## config.mk

```make
export PLATFORM = sky130hd
export DESIGN_NAME = hwt_monitor_flat
export DESIGN_NICKNAME = d
export VERILOG_FILES = /design/src/rtl/hwt_pkg.sv /design/src/rtl/hwt_monitor_if.sv /design/src/rtl/hwt_edge_sync.sv /design/src/rtl/hwt_monitor.sv /design/src/flat_wrapper.sv
export SDC_FILE = /design/constraint.sdc
export NUM_CORES = 1
export LEC_CHECK = 0
export ABC_AREA = 1
export CORE_UTILIZATION = 51
export CTS_CLUSTER_DIAMETER = 50
export DETAILED_ROUTE_END_ITERATION = 6
export GPL_ROUTABILITY_DRIVEN = 0
export GPL_TIMING_DRIVEN = 0
export PLACE_DENSITY = 0.88
export SYNTH_ARGS = -nofsm -noshare
export SYNTH_HDL_FRONTEND = slang
export SYNTH_SLANG_ARGS = --single-unit
export TNS_END_PERCENT = 5
```

## constraint.sdc

```tcl
create_clock -name clk -period 2.15 [get_ports clk]
set_input_delay 0.43 -clock clk [delete_from_list [all_inputs] [get_ports clk]]
set_output_delay 0.43 -clock clk [all_outputs]
set_load 0.01 [all_outputs]
```

## src/rtl/hwt_pkg.sv

```systemverilog
// Shared types and default parameters for observers of the hwt trigger cell.
package hwt_pkg;

  typedef enum logic [1:0] {
    ST_IDLE    = 2'd0,
    ST_ARMED   = 2'd1,
    ST_RUN     = 2'd2,
    ST_TRIPPED = 2'd3
  } hwt_state_t;

  localparam int HWT_RUN_THRESH = 4;
  localparam int HWT_RUN_W      = 8;
  localparam int HWT_EVT_W      = 16;

endpackage

```

## src/rtl/hwt_monitor_if.sv

```systemverilog
// Control and observation bundle between the hwt_monitor and its test/observation logic.
interface hwt_monitor_if
  import hwt_pkg::*;
#(
  parameter int RUN_W = HWT_RUN_W,
  parameter int EVT_W = HWT_EVT_W
);

  logic             en;
  logic             y_in;
  logic             clear;
  logic             alarm;
  logic [1:0]       state_o;
  logic [RUN_W-1:0] run_len;
  logic [EVT_W-1:0] event_cnt;

  modport master (
    output en, y_in, clear,
    input  alarm, state_o, run_len, event_cnt
  );

  modport slave (
    input  en, y_in, clear,
    output alarm, state_o, run_len, event_cnt
  );

endinterface

```

## src/rtl/hwt_edge_sync.sv

```systemverilog
// Samples the (possibly glitchy) hwt Y output at the clock edge and flags sampled rising edges.
module hwt_edge_sync (
  input  logic clk,
  input  logic rst,
  input  logic y_in,
  output logic y_q,
  output logic rise
);

  logic y_d;

  always_ff @(posedge clk) begin
    if (rst) begin
      y_q <= 1'b0;
      y_d <= 1'b0;
    end else begin
      y_q <= y_in;
      y_d <= y_q;
    end
  end

  assign rise = y_q & ~y_d;

endmodule

```

## src/rtl/hwt_monitor.sv

```systemverilog
// Run-length / edge-count monitor with a sticky alarm, fed by the hwt trigger output.
//   state      | meaning
//   ST_IDLE    | disarmed, run_len held at 0
//   ST_ARMED   | armed, waiting for a sampled high
//   ST_RUN     | counting consecutive high samples
//   ST_TRIPPED | run reached RUN_THRESH; alarm held until clear
module hwt_monitor
  import hwt_pkg::*;
#(
  parameter int RUN_THRESH = HWT_RUN_THRESH,
  parameter int RUN_W      = HWT_RUN_W,
  parameter int EVT_W      = HWT_EVT_W
) (
  input logic          clk,
  input logic          rst,
  hwt_monitor_if.slave mon
);

  localparam logic [RUN_W-1:0] THRESH  = RUN_W'(RUN_THRESH);
  localparam logic [EVT_W-1:0] EVT_MAX = '1;

  // run_len must be able to hold RUN_THRESH without wrapping
  if (RUN_THRESH < 1 || (RUN_THRESH >> RUN_W) != 0) begin : g_thresh_range
    $error("hwt_monitor: RUN_THRESH out of range 1 .. 2**RUN_W-1");
  end

  hwt_state_t       state;
  logic [RUN_W-1:0] run_len;
  logic [RUN_W-1:0] run_nxt;
  logic [EVT_W-1:0] event_cnt;
  logic             alarm;
  logic             y_q;
  logic             rise;

  hwt_edge_sync u_edge_sync (
    .clk  (clk),
    .rst  (rst),
    .y_in (mon.y_in),
    .y_q  (y_q),
    .rise (rise)
  );

  assign run_nxt = run_len + RUN_W'(1);

  always_ff @(posedge clk) begin
    if (rst) begin
      state     <= ST_IDLE;
      run_len   <= '0;
      event_cnt <= '0;
      alarm     <= 1'b0;
    end else begin
      if (mon.clear) begin
        event_cnt <= '0;
      end else if (rise && state != ST_IDLE && event_cnt != EVT_MAX) begin
        event_cnt <= event_cnt + EVT_W'(1);
      end

      if (mon.clear) begin
        run_len <= '0;
        if (state == ST_TRIPPED) begin
          state <= mon.en ? ST_ARMED : ST_IDLE;
          alarm <= 1'b0;
        end else if (state == ST_RUN) begin
          state <= ST_ARMED;
        end
      end else begin
        case (state)
          ST_IDLE: begin
            run_len <= '0;
            if (mon.en) state <= ST_ARMED;
          end
          ST_ARMED: begin
            if (!mon.en) begin
              state <= ST_IDLE;
            end else if (y_q) begin
              run_len <= RUN_W'(1);
              if (RUN_THRESH == 1) begin
                state <= ST_TRIPPED;
                alarm <= 1'b1;
              end else begin
                state <= ST_RUN;
              end
            end
          end
          ST_RUN: begin
            if (!mon.en) begin
              state   <= ST_IDLE;
              run_len <= '0;
            end else if (!y_q) begin
              state   <= ST_ARMED;
              run_len <= '0;
            end else begin
              run_len <= run_nxt;
              if (run_nxt == THRESH) begin
                state <= ST_TRIPPED;
                alarm <= 1'b1;
              end
            end
          end
          ST_TRIPPED: ;
          default: begin
            state   <= ST_IDLE;
            run_len <= '0;
            alarm   <= 1'b0;
          end
        endcase
      end
    end
  end

  assign mon.alarm     = alarm;
  assign mon.state_o   = state;
  assign mon.run_len   = run_len;
  assign mon.event_cnt = event_cnt;

endmodule

```

## src/flat_wrapper.sv

```systemverilog
// flat-port wrapper written by rule: the top's interface ports become plain ports
module hwt_monitor_flat import hwt_pkg::*;
#(
  parameter int RUN_THRESH = HWT_RUN_THRESH,
  parameter int RUN_W      = HWT_RUN_W,
  parameter int EVT_W      = HWT_EVT_W
)
  (clk, rst, mon_en, mon_y_in, mon_clear, mon_alarm, mon_state_o, mon_run_len, mon_event_cnt);
  hwt_monitor_if #(.RUN_W(RUN_W), .EVT_W(EVT_W)) mon_i ();
  input logic clk;
  input logic rst;
  input wire logic [$bits(mon_i.en)-1:0] mon_en;
  input wire logic [$bits(mon_i.y_in)-1:0] mon_y_in;
  input wire logic [$bits(mon_i.clear)-1:0] mon_clear;
  output wire logic [$bits(mon_i.alarm)-1:0] mon_alarm;
  output wire logic [$bits(mon_i.state_o)-1:0] mon_state_o;
  output wire logic [$bits(mon_i.run_len)-1:0] mon_run_len;
  output wire logic [$bits(mon_i.event_cnt)-1:0] mon_event_cnt;
  assign mon_i.en = mon_en;
  assign mon_i.y_in = mon_y_in;
  assign mon_i.clear = mon_clear;
  assign mon_alarm = mon_i.alarm;
  assign mon_state_o = mon_i.state_o;
  assign mon_run_len = mon_i.run_len;
  assign mon_event_cnt = mon_i.event_cnt;
  hwt_monitor #(.RUN_THRESH(RUN_THRESH), .RUN_W(RUN_W), .EVT_W(EVT_W)) u_core (.clk(clk), .rst(rst), .mon(mon_i));
endmodule
```

Yosys cells after proc, flatten, opt, wreduce, memory -nomap -nowiden
Index checks and enable logic that the tools add are counted.
{"block": "totals", "regBits": 29, "latchBits": 0, "ram_bits": 0, "mem_bits_ro": 0, "output_inout_bits": 27, "elab_cells": 58, "memories": 0}
{"block": "op_classes", "addsub": 2, "n_mul": 0, "n_div": 0, "n_lt_le_gt_ge": 0, "n_eq_ne": 12, "shifts": 0, "n_mux": 22, "bitwise": 2, "reduce_logical": 14}
{"operator": "$mux W8", "n": 4}
{"operator": "$pmux W8 S3", "n": 1}
{"operator": "$mux W2", "n": 9}
{"operator": "$add A16 B1 Y16 const B", "n": 1}
{"operator": "$ne A16 B16 Y1 const B", "n": 1}
{"operator": "$reduce_and A5 Y1", "n": 2}
{"operator": "$reduce_bool A2 Y1", "n": 5}
{"operator": "$add A8 B1 Y8 const B", "n": 1}
{"operator": "$eq A8 B3 Y1 const B", "n": 1}
{"operator": "$mux W1", "n": 7}
{"operator": "$pmux W2 S3", "n": 1}
{"operator": "$ne A5 B5 Y1 const B", "n": 1}
{"operator": "$eq A2 B2 Y1 const B", "n": 2}
{"operator": "$ne A2 B2 Y1 const B", "n": 2}
{"operator": "$ne A4 B4 Y1 const B", "n": 1}
{"operator": "$reduce_bool A4 Y1", "n": 1}
{"operator": "$ne A3 B1 Y1 const B", "n": 1}
{"operator": "$ne A3 B3 Y1 const B", "n": 1}
{"operator": "$reduce_and A3 Y1", "n": 1}
{"operator": "$reduce_bool A3 Y1", "n": 1}
{"operator": "$eq A2 B1 Y1 const B", "n": 1}
{"operator": "$logic_and A1 B1 Y1", "n": 2}
{"operator": "$logic_not A2 Y1", "n": 1}
{"operator": "$ne A2 B1 Y1 const B", "n": 1}
{"operator": "3 further kinds", "n": 3}

Logic depth before layout (Yosys ltp)
{"block": "logic_depth", "depth_word": 7, "ltp_mapped": 11, "mapped_depth_nobuf": 11}

Modules after synthesis
From an unflattened synthesis, not the netlist that was laid out.
{"block": "hier_totals", "cells_unflattened": 256, "hier_area_um2": 1716.6}
{"mod": "hwt_monitor", "n_inst": 1, "cells_per_inst": 249, "area_each_um2": 1657.8}
{"mod": "hwt_edge_sync", "n_inst": 1, "cells_per_inst": 7, "area_each_um2": 58.8}

Worst setup path before layout
No wires, ideal clock.
{"block": "synth_timing", "kind": "register to register", "startpoint": "reg u_core.state[0] (netlist: u_core.mon.state_o[0])", "endpoint": "reg u_core.event_cnt[2] (netlist: u_core.mon.event_cnt[2])", "setup_ns": 0.117, "t_arrival_ns": 1.606, "t_required_ns": 2.033, "slack_ns": 0.427, "stages_incl_launch_ff": 10, "synth_period_minus_slack_ns": 1.723, "path_cell_list": "dfxtp_1 inv_1 ha_1 nor3_1 nand2_1 nand2_4 buf_6 nand2_1 o21bai_1 a21oi_1"}
{"block": "synth_via", "elab_chain_cells": 3}
{"element": "start: declaration", "line": "hwt_monitor.sv:27", "source": "hwt_state_t state;"}
{"element": "start signal: assignment", "line": "hwt_monitor.sv:61", "source": "state <= mon.en ? ST_ARMED : ST_IDLE;"}
{"element": "$reduce_bool A2 Y1", "line": "hwt_monitor.sv:54", "source": "end else if (rise && state != ST_IDLE && event_cnt != EVT_MAX) begin"}
{"element": "$logic_and A1 B1 Y1 (2 in a row)", "line": "hwt_monitor.sv:54"}
{"element": "end signal: assignment", "line": "hwt_monitor.sv:55", "source": "event_cnt <= event_cnt + EVT_W'(1);"}
{"element": "end: declaration", "line": "hwt_monitor.sv:30", "source": "logic [EVT_W-1:0] event_cnt;"}
Every way passes these cells.
A chain may end at the register's enable or synchronous reset.

Worst setup path in the final report
Same ends and word-level chain as after synthesis.

==> out/results.ini <==
[logic_synthesis]
synth_nets=269
syn_avg_cell_area_um2=6.57
synth_top_cells_by_area=sky130_fd_sc_hd__dfxtp_1 (34%), sky130_fd_sc_hd__nand2_1 (17%), sky130_fd_sc_hd__nor2_1 (8.0%)
synthArstFlopShare=0
synth_common_cells=sky130_fd_sc_hd__nand2_1 (74), sky130_fd_sc_hd__nor2_1 (36), sky130_fd_sc_hd__inv_1 (33)
synth-edff-count=0
top_area_cell_type_share_of_the_netlist_area=0.345
post-synth-top-area-cell=sky130_fd_sc_hd__dfxtp_1
synth-warning-count=0
yosys_most_used_dff=sky130_fd_sc_hd__dfxtp_1
synth.most_common_cell=sky130_fd_sc_hd__nand2_1
syn-instance-count=256
synth_seq_area_share=0.345
ys_types=26
mappedNetlistArea_mm2=0.00168
yosys_register_bits=29

[worst_setup_path]
timing.critical_path.required_ps=2380
crit_fanout=10
worstPathArrival_ps=2120
setup.worst_path.start_class=register
worst_reg2reg_endpoint=u_core.mon.event_cnt[2]$_SDFFE_PP0P_
critical_path_sink_type=register
critical_path.reg2reg.startpoint=u_core.mon.state_o[0]$_SDFFE_PP0P_
slowest_stage=sky130_fd_sc_hd__dfxtp_1
reg2reg_slack_ps=260
critical_path_class=register to register
critical_path.most_common_cell=sky130_fd_sc_hd__nand2_1
ff_to_ff_path_depth=9
cpPeakStageDelay_ps=430
crit_chain=inv_1, ha_1, nor3_1, nand2_1, nand2_4, buf_6, nand2_1, o21bai_1, a21oi_1

[timing]
timing.final.crit_share=0.879
finClkSkew_ps=6.01
hold_viol=0
rsz0062_at_grt=no
slew-limit-headroom=0.664
setup_violations=0
finalSetupTns_ps=0
min_period_ps=1890
timing_worst_slew_pin_value_ps=504
worst_hold_margin_ps=486
highest_achievable_clock_rate_mhz=529
final_slew_viol_count=0

[hold_path]
worstHoldPathCells=2
worst_hold_path.endpoint=u_core.u_edge_sync.y_d$_SDFF_PP0_
worst_hold_path_type=register to register
min-delay-start=u_core.u_edge_sync.y_q$_SDFF_PP0_

[power_and_ir_drop]
power_density_mw_per_mm2=533
total_leakage_power_nw=0.818
ir_drop_v=0.000397
total_power_mw=1.13

[drt]
drt_iter0_markers=68
number_of_vias_per_cell_after_detailed_routing=4.94
final_routed_wirelength_across_all_metal_layers_mm=3.55
route.vias.total=1675
routed_wire_length_per_instance_um=10.5
dr.pass1.iters=4
route.detailed.drc=0
drtAntennaViolNets=0

[finish]
nNetsFinal=307
syn_to_final_growth_pct=25.9
antenna-diode-count=0
fillerInstances=281
drive_gt1_frac=0.0576

[placement]
detailed_place_hpwl_mm=2.70
numPortBuffers=31

[cts]
clk_pin_slew_worst_paths_ps=90
holdBufCountCts=0
cts_repair_resize_count=0
cts.root.buffer_cell=sky130_fd_sc_hd__clkbuf_4
post-cts-setup-buffer-count=0
htreeDepth=2
clkLatencyLatePin_ps=340
cts_inserted_buffers=5
clock_sinks=29
tritoncts=built
max-clock-path-buffers=2

[global_route]
grt_first_pass_wirelength_mm=6.11
grt.total_usage=0.229
pin_count_of_the_biggest_net_entering_global_routing=11
initial_antenna_violation_count=0
first_global_vias=1452
residual_overflow_from_global_routing=0

[die]
floorplan.initialDensity=0.542
die_area_mm2=0.00353
ios=32
placementRows=20
die_w_um=59.4
floorplan.die.height_um=59.4
core_area_mm2=0.00310

[status]
run_status=completed

[run]
drv.max_cap_violation_count=0

==> where the power goes <==
part           leakage (nW)  internal [mW]  total [mW]  switching, mW
sequential            0.235          0.548       0.563         0.0143
combinational         0.542         0.0733       0.184          0.111
clock                0.0413          0.189       0.383          0.194
total                 0.818          0.811        1.13          0.319
==> logic make-up after synthesis <==
kind of cell,after synthesis,synth area share
DFF,29,0.345
AOI/OAI and AO/OA,30,0.0974
adders and majority gates,8,0.0595
and+or+nand+nor,145,0.375
xor gates and xnor gates,7,0.0364
buffers and inverters,37,0.0870
==> worst max-delay path: cells and delay by family, from the launching register on <==
kind	cells	cell delay, ps
adders and majority gates	1	230
and+or+nand+nor	4	710
buffers and inverters	2	240
DFF	1	430
AOI/OAI and AO/OA	2	180
==> per-layer routing <==
layer	track usage	vias to the layer above	wire (um)
met5	0	-	0
met1	0.302	746	1740
met4	0.0748	0	76
met2	0.358	34	1590
li1	-	887	-
met3	0.0655	8	145
==> state kept, by name, summed over array words and instances (netlist names) <==
name and count:
u_core.mon.state_o 2, u_core.u_edge_sync.y_d 1, u_core.mon.event_cnt 16, u_core.mon.run_len 8
u_core.mon.alarm 1, u_core.u_edge_sync.y_q 1
==> through the flow <==
| step | std cells | utilization | setup slack, ps | instance area (um2) |
|---|---|---|---|---|
| finish | 339 | 0.683 | 260 | 2120 |
| global route | 339 | 0.683 | 100 | 2120 |
| CTS | 339 | 0.683 | 258 | 2120 |
| detailed placement | 331 | 0.660 | 56.6 | 2050 |
| global placement | 331 | 0.660 | 110 | 2050 |
| floorplan | 256 | - | 427 | 1680 |
==> layout make-up <==
class / instances / area (um2) / area share
Buffer: 3 / 18.8 / 0.00886
Clock buffer: 7 / 65.1 / 0.0307
Clock inverter: 1 / 5.00 / 0.00236
Inverter: 34 / 128 / 0.0602
Multi-Input combinational cell: 190 / 956 / 0.451
Sequential cell: 29 / 581 / 0.274
Tap cell: 44 / 55.1 / 0.0260
Timing Repair Buffer: 31 / 310 / 0.146
==> layout by cell type (no fill, tap or decap), types with 2 or more instances in the layout <==
master,instances
sky130_fd_sc_hd__clkbuf_1,2
sky130_fd_sc_hd__nand3_1,18
sky130_fd_sc_hd__a21oi_1,19
sky130_fd_sc_hd__clkbuf_8,2
sky130_fd_sc_hd__inv_1,33
sky130_fd_sc_hd__dfxtp_1,29
sky130_fd_sc_hd__xnor2_1,4
sky130_fd_sc_hd__clkbuf_4,5
sky130_fd_sc_hd__xor2_1,3
sky130_fd_sc_hd__ha_1,8
sky130_fd_sc_hd__o21ai_0,5
sky130_fd_sc_hd__nand2_2,3
sky130_fd_sc_hd__nor2_1,36
sky130_fd_sc_hd__clkdlybuf4s50_1,31
sky130_fd_sc_hd__nor3_1,5
sky130_fd_sc_hd__o21bai_1,2
sky130_fd_sc_hd__nand2_1,74
sky130_fd_sc_hd__nand4_1,2
sky130_fd_sc_hd__nor3b_1,3
==> how the worst max path moves through the flow <==
stage                                  startpoint                                    to  cells past startpoint
3_5_place_dp                               mon_en    u_core.mon.run_len[0]$_SDFFE_PP0P_                      7
2_1_floorplan  u_core.mon.state_o[0]$_SDFFE_PP0P_  u_core.mon.event_cnt[2]$_SDFFE_PP0P_                      9
5_1_grt        u_core.mon.state_o[1]$_SDFFE_PP0P_    u_core.mon.run_len[2]$_SDFFE_PP0P_                      7
4_1_cts        u_core.mon.state_o[0]$_SDFFE_PP0P_  u_core.mon.event_cnt[2]$_SDFFE_PP0P_                      9
6_report       u_core.mon.state_o[0]$_SDFFE_PP0P_  u_core.mon.event_cnt[2]$_SDFFE_PP0P_                      9
3_3_place_gp                               mon_en    u_core.mon.run_len[5]$_SDFFE_PP0P_                      7
Power figures use the tool's default switching activity.
